File: config.mk
export PLATFORM = sky130hd
export DESIGN_NAME = aes_key_sequencer
export DESIGN_NICKNAME = d
export VERILOG_FILES = /design/src/rtl/aes_key_sequencer.sv
export SDC_FILE = /design/constraint.sdc
export NUM_CORES = 1
export LEC_CHECK = 0
export BUFFER_PORTS_ARGS = -buffer_cell sky130_fd_sc_hd__buf_2
export CORE_AREA = 2 2 293 295
export DETAILED_ROUTE_END_ITERATION = 8
export DIE_AREA = 0 0 295 297
export GPL_ROUTABILITY_DRIVEN = 0
export PLACE_DENSITY = 0.41
export SKIP_CTS_REPAIR_TIMING = 1
export SYNTH_ARGS = -nofsm -noshare
export SYNTH_HDL_FRONTEND = slang
export SYNTH_SLANG_ARGS = --single-unit
File: constraint.sdc
create_clock -name clk -period 2.78 [get_ports clk]
set_input_delay 0.556 -clock clk [delete_from_list [all_inputs] [get_ports clk]]
set_output_delay 0.556 -clock clk [all_outputs]
set_load 0.01 [all_outputs]
File: src/rtl/aes_key_sequencer.sv
// AES key sequencer: snapshots plaintext and key pointer, fetches a 128-bit key over req/ack, launches the core and returns the result.
// Optional macro AES_TIMEOUT_EN adds a WAIT watchdog that aborts with an all-ones result and a sticky aes_err.
module aes_key_sequencer #(
    parameter int unsigned TIMEOUT_CYCLES = 1024,
    parameter int unsigned ADDR_STRIDE    = 4
) (
    input  logic         clk,
    input  logic         rst,
    input  logic         start,
    input  logic [31:0]  key_addr,
    input  logic [31:0]  din0,
    input  logic [31:0]  din1,
    input  logic [31:0]  din2,
    input  logic [31:0]  din3,
    output logic         mem_req,
    output logic [31:0]  mem_addr,
    input  logic         mem_ack,
    input  logic [31:0]  mem_rdata,
    output logic         aes_start,
    output logic [127:0] aes_key,
    output logic [127:0] aes_block,
    input  logic         core_done,
    input  logic [127:0] core_res,
    output logic [31:0]  res0,
    output logic [31:0]  res1,
    output logic [31:0]  res2,
    output logic [31:0]  res3,
    output logic         aes_done,
    output logic         busy,
    output logic         aes_err
);

    typedef enum logic [2:0] {
        S_IDLE,
        S_FETCH,
        S_LAUNCH,
        S_WAIT,
        S_DONE
    } state_e;

    state_e         state_q, state_d;
    logic [1:0]     idx_q, idx_d;
    logic [31:0]    base_q, base_d;
    logic [127:0]   key_q, key_d;
    logic [127:0]   block_q, block_d;
    logic [127:0]   res_q, res_d;

`ifdef AES_TIMEOUT_EN
    localparam int unsigned TW = (TIMEOUT_CYCLES > 2) ? $clog2(TIMEOUT_CYCLES) : 1;
    logic [TW-1:0]  tmo_q, tmo_d;
    logic           err_q, err_d;
`endif

    // Low address bits are dropped: key fetches are always word aligned.
    logic unused_addr_bits;
    assign unused_addr_bits = ^key_addr[1:0];

    always_comb begin
        state_d = state_q;
        idx_d   = idx_q;
        base_d  = base_q;
        key_d   = key_q;
        block_d = block_q;
        res_d   = res_q;
`ifdef AES_TIMEOUT_EN
        tmo_d   = tmo_q;
        err_d   = err_q;
`endif
        case (state_q)
            S_IDLE: begin
                if (start) begin
                    block_d = {din0, din1, din2, din3};
                    base_d  = {key_addr[31:2], 2'b00};
                    idx_d   = '0;
`ifdef AES_TIMEOUT_EN
                    err_d   = 1'b0;
`endif
                    state_d = S_FETCH;
                end
            end
            S_FETCH: begin
                if (mem_ack) begin
                    case (idx_q)
                        2'd0:    key_d[127:96] = mem_rdata;
                        2'd1:    key_d[95:64]  = mem_rdata;
                        2'd2:    key_d[63:32]  = mem_rdata;
                        default: key_d[31:0]   = mem_rdata;
                    endcase
                    if (idx_q == 2'd3) begin
                        state_d = S_LAUNCH;
                    end else begin
                        idx_d = idx_q + 2'd1;
                    end
                end
            end
            S_LAUNCH: begin
`ifdef AES_TIMEOUT_EN
                tmo_d   = '0;
`endif
                state_d = S_WAIT;
            end
            S_WAIT: begin
                // A core_done coinciding with the last watchdog cycle still delivers the real result.
                if (core_done) begin
                    res_d   = core_res;
                    state_d = S_DONE;
`ifdef AES_TIMEOUT_EN
                end else if (tmo_q == TW'(TIMEOUT_CYCLES - 1)) begin
                    res_d   = '1;
                    err_d   = 1'b1;
                    state_d = S_DONE;
                end else begin
                    tmo_d   = tmo_q + 1'b1;
`endif
                end
            end
            S_DONE: begin
                state_d = S_IDLE;
            end
            default: begin
                state_d = S_IDLE;
            end
        endcase
    end

    always_ff @(posedge clk) begin
        if (rst) begin
            state_q <= S_IDLE;
            idx_q   <= '0;
            base_q  <= '0;
            key_q   <= '0;
            block_q <= '0;
            res_q   <= '0;
`ifdef AES_TIMEOUT_EN
            tmo_q   <= '0;
            err_q   <= 1'b0;
`endif
        end else begin
            state_q <= state_d;
            idx_q   <= idx_d;
            base_q  <= base_d;
            key_q   <= key_d;
            block_q <= block_d;
            res_q   <= res_d;
`ifdef AES_TIMEOUT_EN
            tmo_q   <= tmo_d;
            err_q   <= err_d;
`endif
        end
    end

    assign mem_req   = (state_q == S_FETCH);
    assign mem_addr  = (state_q == S_FETCH) ? base_q + 32'(idx_q) * ADDR_STRIDE : '0;
    assign aes_start = (state_q == S_LAUNCH);
    assign aes_done  = (state_q == S_DONE);
    assign busy      = (state_q != S_IDLE);
    assign aes_key   = key_q;
    assign aes_block = block_q;
    assign res0      = res_q[127:96];
    assign res1      = res_q[95:64];
    assign res2      = res_q[63:32];
    assign res3      = res_q[31:0];

`ifdef AES_TIMEOUT_EN
    assign aes_err   = err_q;
`else
    logic unused_tmo_cfg;
    assign unused_tmo_cfg = (TIMEOUT_CYCLES == 0);
    assign aes_err   = 1'b0;
`endif

endmodule

# == Word level (Yosys, flattened, before mapping) ==
# Index checks and enable logic that the tools add are counted.
# word_totals
out_inout_bits,421
inputBits,325
reg_bits,419
elab_cells,47
# classes
n_mux,10
addsub,2
n_reduce_logical,13
n_eq_ne,12
bitwise_logic,1
# ops
op,count
adder 32 x 4 -> 32 bit,1
two-way mux 32 bit,1
two-way mux 3 bit,4
case mux 3 bit (4 select lines),1
AND reduction 3 bit,4
AND reduction 4 bit,2
"== test 3 x 2 -> 1 bit, second input constant",2
two-way mux 2 bit,3
"!= test 2 bit, second input constant",3
"== test 2 bit, second input constant",2
"!= test 2 x 1 -> 1 bit, second input constant",2
case mux 2 bit (2 select lines),1
AND reduction 2 bit,2
"== test 3 x 1 -> 1 bit, second input constant",1
"== test 3 bit, second input constant",1
logical NOT 3 bit,1
nonzero test 3 bit,1
OR reduction 3 bit,1
"adder 2 x 1 -> 2 bit, second input constant",1
"== test 2 x 1 -> 1 bit, second input constant",1
logical NOT 2 bit,1
nonzero test 2 bit,1
inverter 1 bit,1

# == Logic depth before layout (Yosys ltp) ==
# logic_depth
word_depth,4
depth_mapped,10
ltp_nobuf,6

# == Worst setup path before layout ==
# Ideal clock, no wire load.
# synth_timing
path_type,register -> output
start,register idx_q[0]
end,output port mem_addr[22]
t_arrival_ns,2.380
path_stages_with_launch,8
setup_slack_ns,-0.156
path_cell_list,dfxtp_1 > ha_1 > fa_1 > nand4_4 > or4_4 > buf_6 > or4_1 > a21oi_1
# synth_via
elab_chain_len,2
# synth_rtl
item,line_no,text
"start, declared",42,"logic [1:0] idx_q, idx_d;"
"start signal, assigned",140,idx_q <= idx_d;
adder 32 x 4 -> 32 bit,153,assign mem_addr = (state_q == S_FETCH) ? base_q + 32'(idx_q) * ADDR_STRIDE : '0;
two-way mux 32 bit,153,
"end, declared",16,"output logic [31:0] mem_addr,"
# No other way between the ends.

# == Worst setup path after layout ==
# Ends and elaborated chain as after synthesis.

==> flow_summary.json <==
{
  "final_nets": 3035,
  "fp.dieH_microns": 297,
  "finalHoldViolations": 0,
  "synth_top_area_share_pct": 54.9,
  "worst_pin_slew_ns": 1.12,
  "setup_ws_ns": -0.685,
  "cts.clk_slew.worst_paths_ns": 0.06,
  "numCtsBuffers": 50,
  "vias": 15656,
  "period_needed_ns": 3.47,
  "violations": "setup timing",
  "drt_first_pass_iters": 8,
  "first_iter_violations": 801,
  "syn2layout_area_growth_pct": 46.2,
  "grt_pass1_vias": 15424,
  "rsz0062_at_grt": "true",
  "synth_edf_count": 0,
  "grt_max_degree": 130,
  "hp-class": "in -> reg",
  "fmax_ghz": 0.289,
  "cts_sinks": 419,
  "num_io_pins": 746,
  "reg2reg_from": "state_q[2]$_SDFFE_PP0P_",
  "path_max_fanout": 7,
  "synthCells": 1986,
  "std_cell_rows": 107,
  "crit_end": "mem_addr[22]",
  "setup_violations": 21,
  "grt_first_pass_wirelength_microns": 99000,
  "status": "finished with violations",
  "arrival_ns": 2.91,
  "grtUsageTotal_pct": 14.8,
  "fin_skew_ns": 0.0130,
  "fp.dieW_microns": 295,
  "timing.rr.end": "aes_key[109]$_SDFFE_PP0P_",
  "cts_tree": "done",
  "ys_top_cells_by_area": "dfxtp_1, nand2_1, a21oi_1",
  "ys_types": 42,
  "dpl.hpwl_microns": 50300,
  "place_ws_ns": -0.176,
  "dieArea_sq_um": 87600,
  "htree_levels": 2,
  "vias_per_cell": 4.02,
  "p_per_area_nw_per_um2": 619,
  "clockBufferDepth": 3,
  "start_util_pct": 18.1,
  "critPathLaunch": "idx_q[0]$_SDFFE_PP0P_",
  "finalMaxSlewViolations": 0,
  "fin_crit_sh_pct": 125,
  "rrSetupSlack_ns": 0.67,
  "synthArstFlopShare_pct": 0,
  "drive_gt1_share_pct": 33.9,
  "yosys_warnings": 0,
  "wirelength_microns": 67900,
  "cts_root_buf": "clkbuf_16",
  "clkLatencyLatePin_ns": 0.58,
  "ys.flop_type": "dfxtp_1",
  "wire_per_inst_microns": 17.5,
  "ir_drop_mv": 0.468,
  "ys_seq_elements": 419,
  "p_leak_nw": 9.72,
  "critPathCaptureType": "primary output",
  "core-area_sq_um": 84500,
  "drtAntennaViolNets": 0,
  "yosysSeqAreaShare_pct": 54.9,
  "path_class": "reg -> out",
  "max-slew-margin-rel_pct": 25.4,
  "portBuffers": 740,
  "fin_util_pct": 26.5,
  "cap_viol_max_count": 0,
  "rr_worst_depth": 6,
  "synth.avg_cell_area_sq_um": 7.70,
  "hold_depth": 3,
  "syn-cell-area_sq_um": 15300,
  "drcViolationCount": 0,
  "worst_setup_path_start_kind": "flip-flop",
  "grt-ovfl-total": 0,
  "netlist.top_cell.by_area": "dfxtp_1",
  "antenna_found_initial": 20,
  "required_ns": 2.22
}
==> worst max-delay path: stages (launching register included) <==
cell	delay [ns]
dfxtp_4	0.35
ha_4	0.13
fa_2	0.23
nand4_4	0.09
or4_4	0.60
buf_6	0.16
or4_4	0.47
a21oi_2	0.15
buf_2	0.14
==> layer usage <==
| layer | track usage [%] | up-vias | share of wire (%) |
|---|---|---|---|
| met5 | 0 | - | 0.18 |
| met4 | 4.80 | 18 | 2.8 |
| met3 | 4.69 | 114 | 7.9 |
| met2 | 25.3 | 495 | 48 |
| met1 | 17.4 | 7156 | 41 |
| li1 | - | 7873 | - |
==> area by class of cell <==
type                            instances  area [sq um]
Tap cell                             1144          1430
Clock buffer                           67          1430
Inverter                                8          31.3
Multi-Input combinational cell       1407          6380
Antenna cell                           10          25.0
Sequential cell                       419          8400
Fill cell                            9496         62100
Timing Repair Buffer                  816          4490
Clock inverter                         21           161
==> cells in the final DEF (no fill, tap or decap), types with 3 or more instances in the layout <==
cell type	n
mux2i_1	4
clkinv_2	18
o31ai_1	4
ha_1	6
nor4_4	5
xnor2_1	8
clkbuf_16	51
nor3_1	4
or4_1	3
nand3_1	12
dfxtp_1	415
buf_12	15
buf_2	738
nand2b_1	5
buf_6	5
clkbuf_8	9
nor2_1	13
a21oi_2	4
conb_1	3
nand2_1	847
buf_4	57
nand4_1	5
o21ai_0	9
inv_1	7
or3_1	9
or4_4	3
diode_2	10
and3_1	5
a21oi_1	427
clkbuf_1	7
dfxtp_2	3
==> kinds of logic (layout without fill, tap and decap cells) <==
logic type / count (synthesis) / in the layout / share of synthesized area [%]
AOI/OAI and AO/OA: 449 / 449 / 14.8
xor gates and xnor gates: 10 / 10 / 0.573
adders and majority gates: 8 / 8 / 0.704
buffers and inverters: 162 / 912 / 4.47
DFF: 419 / 419 / 54.9
muxes: 4 / 4 / 0.262
other: 1 / 13 / 0.0245
and+or+nand+nor: 933 / 933 / 24.3
==> report_power, final <==
group | leakage [nW] | internal (mW) | switching, mW
registers | 3.40 | 6.16 | 0.0948
clock network | 0.801 | 3.76 | 2.69
logic | 5.52 | 0.451 | 0.683
==> how the worst min path moves through the flow <==
stage / startpoint / to / slack [ns]
floorplan: base_q[31]$_SDFFE_PP0P_ / base_q[31]$_SDFFE_PP0P_ / 0.44
global placement: aes_block[120]$_SDFFE_PP0P_ / aes_block[120]$_SDFFE_PP0P_ / 0.44
detailed placement: res_q[110]$_SDFFE_PP0P_ / res_q[110]$_SDFFE_PP0P_ / 0.44
CTS: din2[18] / aes_block[50]$_SDFFE_PP0P_ / 0.16
global route: din3[29] / aes_block[29]$_SDFFE_PP0P_ / 0.18
finish: din2[13] / aes_block[45]$_SDFFE_PP0P_ / 0.20
==> per-stage QoR <==
step | hold slack, ns | power, mW | std cells | area (sq um) | TNS, ns
final | 0.204 | 13.8 | 3892 | 22300 | -8.16
after global routing | 0.177 | 14.4 | 3889 | 22300 | -10.90
after CTS | 0.158 | 14.1 | 3879 | 22100 | -11.60
after detailed placement | 0.442 | 7.54 | 3791 | 20600 | -0.692
after global placement | 0.439 | 7.54 | 3791 | 20600 | -0.668
after floorplan | 0.444 | 6.87 | 1988 | 15300 | 0
==> flip-flops by register name (all words and copies together), names as in the netlist <==
| register | cells |
|---|---|
| res_q | 128 |
| aes_key | 128 |
| aes_block | 128 |
| idx_q | 2 |
| base_q | 30 |
| state_q | 3 |
==> cell usage after synthesis (2+ instances only) <==
cell type and number:
nor2_1 13, o31ai_1 4, nand4_1 5, and3_1 5
or4_1 4, inv_1 7, clkbuf_1 120, a21oi_1 431
buf_1 4, nand2_1 848, xor2_1 2, buf_2 18
ha_1 7, nor4_1 7, buf_6 2, nand2b_1 5
and4_1 2, xnor2_1 8, nor3b_1 3, nand3_1 13
dfxtp_1 419, buf_4 10, or3_1 9, nor3_1 6
o21ai_0 10, and2_1 3, mux2i_1 4, nand4b_1 2
or4_4 2
(Power assumes the default switching activity.)
